File: config.mk
export PLATFORM = sky130hd
export DESIGN_NAME = fetch_sequencer
export DESIGN_NICKNAME = d
export VERILOG_FILES = /design/src/rtl/fetch_sequencer.sv
export SDC_FILE = /design/constraint.sdc
export NUM_CORES = 1
export LEC_CHECK = 0
export ABC_AREA = 1
export BUFFER_PORTS_ARGS = -buffer_cell sky130_fd_sc_hd__clkbuf_2
export CORE_MARGIN = 2
export CORE_UTILIZATION = 55
export CTS_BUF_LIST = sky130_fd_sc_hd__clkbuf_4
export DETAILED_ROUTE_END_ITERATION = 10
export MAX_ROUTING_LAYER = met4
export PLACE_DENSITY = 0.8
export SLEW_MARGIN = 20
export SYNTH_ARGS = -nofsm -noshare
export SYNTH_HDL_FRONTEND = slang
export SYNTH_SLANG_ARGS = --single-unit
File: constraint.sdc
create_clock -name clk -period 4.4 [get_ports clk]
set_clock_uncertainty 0.1 [all_clocks]
set_input_delay 0.22 -clock clk [delete_from_list [all_inputs] [get_ports clk]]
set_output_delay 0.22 -clock clk [all_outputs]
set_load 0.01 [all_outputs]
File: src/rtl/fetch_sequencer.sv
// Instruction fetch/sequencing stage: owns the PC, resolves GOTO/IFZ/IFNZ locally, issues the rest.
// Optional build macro FETCH_HALT_ON_SELF_GOTO_EN adds a `halted` output and a HALT state for self-GOTOs.
module fetch_sequencer #(
   parameter int                  PC_WIDTH = 8,
   parameter int                  IR_WIDTH = 16,
   parameter logic [PC_WIDTH-1:0] RESET_PC = '0
) (
   input  logic                clk,
   input  logic                res_n,
   output logic [PC_WIDTH-1:0] pc,
   input  logic [IR_WIDTH-1:0] ir,
   input  logic                zero_flag,
   input  logic                flag_valid,
   output logic [IR_WIDTH-1:0] ex_ir,
   output logic                ex_valid,
   input  logic                ex_ready,
   output logic                branch_taken,
`ifdef FETCH_HALT_ON_SELF_GOTO_EN
   output logic                halted,
`endif
   output logic [1:0]          fsm_state
);

   // Handshake: ex_ir is transferred on a rising edge where ex_valid and ex_ready are both 1;
   // while ex_valid=1 and ex_ready=0, ex_ir and ex_valid are held unchanged.

   typedef enum logic [1:0] {
      FETCH = 2'd0,
      ISSUE = 2'd1,
      COND  = 2'd2,
      HALT  = 2'd3
   } state_t;

   localparam logic [4:0] OP_GOTO = 5'b10000;
   localparam logic [4:0] OP_IFZ  = 5'b10001;
   localparam logic [4:0] OP_IFNZ = 5'b10010;

   state_t              state;
   logic                cond_ifz;
   logic [7:0]          cond_n;

   logic [4:0]          op;
   logic                is_goto;
   logic                is_cond;
   logic                self_goto;
   logic                do_classify;
   logic                take;
   logic [PC_WIDTH-1:0] target;
   logic [PC_WIDTH-1:0] pc_inc;
   logic [PC_WIDTH-1:0] pc_skip;

   assign op          = ir[15:11];
   assign is_goto     = (op == OP_GOTO);
   assign is_cond     = (op == OP_IFZ) || (op == OP_IFNZ);
   assign target      = ir[PC_WIDTH-1:0];
   assign pc_inc      = pc + PC_WIDTH'(1);
   assign pc_skip     = pc + PC_WIDTH'(1) + PC_WIDTH'(cond_n);
   assign take        = cond_ifz ? zero_flag : ~zero_flag;
   assign do_classify = (state == FETCH) || ((state == ISSUE) && ex_ready);
   assign fsm_state   = state;

`ifdef FETCH_HALT_ON_SELF_GOTO_EN
   assign self_goto = is_goto && (target == pc);
`else
   assign self_goto = 1'b0;
`endif

   always_ff @(posedge clk) begin
      if (!res_n) begin
         pc           <= RESET_PC;
         ex_ir        <= '0;
         ex_valid     <= 1'b0;
         branch_taken <= 1'b0;
         state        <= FETCH;
         cond_ifz     <= 1'b0;
         cond_n       <= '0;
`ifdef FETCH_HALT_ON_SELF_GOTO_EN
         halted       <= 1'b0;
`endif
      end else begin
         branch_taken <= 1'b0;
         if (do_classify) begin
            if (self_goto) begin
               // A self-GOTO can never leave itself; park until reset instead of spinning.
               ex_valid <= 1'b0;
               state    <= HALT;
`ifdef FETCH_HALT_ON_SELF_GOTO_EN
               halted   <= 1'b1;
`endif
            end else if (is_goto) begin
               pc           <= target;
               branch_taken <= 1'b1;
               ex_valid     <= 1'b0;
               state        <= FETCH;
            end else if (is_cond) begin
               // pc stays on the conditional until the flag can be trusted.
               cond_ifz <= (op == OP_IFZ);
               cond_n   <= ir[7:0];
               ex_valid <= 1'b0;
               state    <= COND;
            end else begin
               ex_ir    <= ir;
               ex_valid <= 1'b1;
               pc       <= pc_inc;
               state    <= ISSUE;
            end
         end else if ((state == COND) && flag_valid) begin
            pc           <= take ? pc_skip : pc_inc;
            branch_taken <= take;
            state        <= FETCH;
         end
      end
   end

endmodule

==> flow_summary.toml <==
[synth]
synth_ff_type = "dfxtp_1"
synthXorXnorAreaFrac = 0.0167
synth_fa_ha_area_frac = 0.0632
async_flop_share = 0
ys_types = 34
synth.area.top_cells = "dfxtp_1 (35%), nand2_1 (8.4%), a21oi_1 (6.7%)"
synth_area_um2 = 2100
synth_cells = 298
synth_top_area_share = 0.353
yosysSeqAreaShare = 0.353
synth_top_family_by_area = "simple AND/OR/NAND/NOR gates"
synth_edf_count = 0
avgSynthCellArea_um2 = 7.04
ys_ff_latch = 37
yosysTopAreaCell = "dfxtp_1"
synth_nets = 329
synthMuxAreaShare = 0
yosys.area_share.simple = 0.257
ys_warn_count = 0
synth_compound_area_frac = 0.208

[route]
drc_errors = 0
drt-wirelength-per-cell_um = 12.7
drt_iter0_markers = 108
firstDrtPassIters = 4
post_drt_via_cell_ratio = 5.27
ant_nets = 0
wirelength_um = 4980
dr_total_vias = 2072

[layout]
nets = 375
final_cells = 393
mostFrequentLayoutCells = "clkbuf_2 (48), nand2_1 (47), nor2_1 (37), dfxtp_1 (37), inv_1 (33)"
layout-drive-gt1-share = 0.217
syn2layout_area_growth_pct = 14.4
fillerInstances = 341
n_antenna_cell = 0
final_common_cell = "clkbuf_2"

[worst_setup_path]
cp.arrival_ns = 2.69
crit_type = "register to register"
cp_cell_sequence = "ha_1 > nand3_2 > nor2_2 > nand3_1 > and2_4 > ha_1 > nand2_1 > inv_1 > a21oi_1 > nand2_1 > nand2_1 > nand3_1 > nand2_1 > nand3_1 > a21oi_1"
crit_path_end_kind = "register"
crit_required_ns = 4.57
slowest_delay_ns = 0.45
crit_path_frequent_cell = "nand2_1"
path_delay_family = "simple AND/OR/NAND/NOR gates"
worst_path_max_delay_cell = "dfxtp_1"
r2r-start = "pc[0]$_SDFFE_PN0P_"
start_kind = "register"
startpoint = "pc[0]$_SDFFE_PN0P_"
crit_fanout = 6
worstPathBufferInverterCount = 1

[timing]
tightestPinTransition_ns = 0.570
finalHoldViolCount = 0
rsz0062_at_grt = "false"
timing.fmax_mhz = 397
timing.final.crit_share = 0.572
setup_viol = 0
report.final.slew_viol_count = 0
fin_crit_ns = 2.52
fin_setup_tns_ns = 0
max_slew_margin = 0.620

[die]
dieArea_um2 = 4330
ios = 49
rows = 22
die_y_um = 65.8
start_util = 0.573
core_area_um2 = 3660
die_x_um = 65.8

[run_status]
outcome = "finished clean"

[cts]
cts_resized = 0
clkSlewWorstSetupHoldPaths_ns = 0.13
clk_path_buf_depth = 2
h-tree-depth = 2
cts_num_sinks = 37
clock_latency_ns = 0.35
cts_root_buf = "clkbuf_4"
cts_tree = "yes"
cts_buffers = 5

[placed_design]
port_buffers = 48
dpl.cell_count = 384
dp_hpwl_um = 3670
place.gp.congestion = 0.878

[power_and_ir_drop]
ir_worst_vdd_v = 0.000196
p_leak_nw = 1.23
cellPowerDensity_nw_per_um2 = 335

[grt]
overflow = 0
grtUsageTotal = 0.257
grt_pass1_wl_um = 8340
grt_max_degree = 33
grt_pass1_vias = 1864
antenna_found_initial = 0

[run]
max-cap-violations = 0

[hold_path]
hold_class = "input pin to register"
hp-start = "ir[9]"
[registers in the layout (all words and copies together), names as in the netlist]
| name | count |
|---|---|
| branch_taken | 1 |
| cond_ifz | 1 |
| cond_n | 8 |
| ex_ir | 16 |
| ex_valid | 1 |
| fsm_state | 2 |
| pc | 8 |
[worst paths after layout]
path	endpoint	slack, ns	cells past startpoint
setup reg to reg	pc[7]$_SDFFE_PN0P_	1.88	15
hold / removal	ex_ir[9]$_SDFFE_PN0P_	0.01	3
setup / recovery	pc[7]$_SDFFE_PN0P_	1.88	15
hold reg to reg	ex_valid$_SDFFE_PN0N_	0.38	2
[cell type report]
cell class	instances	area (µm²)	area share
Tap cell	48	60.1	0.0250
Clock inverter	3	17.5	0.00730
Sequential cell	37	741	0.309
Inverter	40	150	0.0626
Multi-Input combinational cell	211	1140	0.477
Clock buffer	5	37.5	0.0156
Timing Repair Buffer	49	250	0.104
[synth_stat cells, types with 3 or more instances]
cell type   n
dfxtp_1    37
o21ai_1    13
nand2_1    47
a31oi_1     3
nand3_1    17
nor2_2      3
ha_1        9
buf_2       3
o21ai_0    24
clkbuf_1    3
a21oi_1    28
nor2_1     37
xnor2_1     3
o211ai_1    3
inv_2       7
nand4_1     6
inv_1      33
[cell families after synthesis]
kind of cell / after synthesis
AO/OA/AOI/OAI: 78
AND/OR/NAND/NOR: 119
adder cells (fa/ha/maj): 10
flip-flops: 37
XOR/XNOR: 4
buffers and inverters: 50
[report_power, final]
| group | internal, mW | total (mW) | switching, mW |
|---|---|---|---|
| Clock | 0.0606 | 0.181 | 0.120 |
| Combinational | 0.0879 | 0.225 | 0.138 |
| Sequential | 0.367 | 0.397 | 0.0296 |
| Total | 0.515 | 0.803 | 0.288 |
[stage by stage]
stage / power (mW) / hold slack, ns / instance area (µm²) / utilization / setup WS [ns]
detailed placement: 0.628 / 0.362 / 2330 / 0.638 / 1.93
CTS: 0.806 / 0.0107 / 2390 / 0.653 / 1.89
floorplan: 0.561 / 0.269 / 2100 / - / 2.12
global route: 0.862 / 0.00562 / 2400 / 0.656 / 1.65
global placement: 0.621 / 0.356 / 2330 / 0.638 / 2.06
finish: 0.803 / 0.0105 / 2400 / 0.656 / 1.88
[metal layers]
layer | wire length, µm | up-vias | part of all wire | GRT usage
met5 | 0 | - | 0 | -
met4 | 36 | 0 | 0.0072 | 0.0599
met3 | 315 | 4 | 0.063 | 0.0668
met2 | 2410 | 62 | 0.48 | 0.418
met1 | 2220 | 931 | 0.45 | 0.320
li1 | - | 1075 | - | -
[tightest hold or removal path, stage by stage]
cell	delay [ns]
clkbuf_2	0.07
o21ai_0	0.07
nor2_1	0.08
[what timing repair did]
| item | 4_1_cts | 5_1_grt |
|---|---|---|
| endpoints found under the hold margin | 0 | 1 |
| hold buffers | 0 | 1 |
| buffers inserted | 0 | 0 |
No activity file was read; power rests on OpenSTA's default activity.
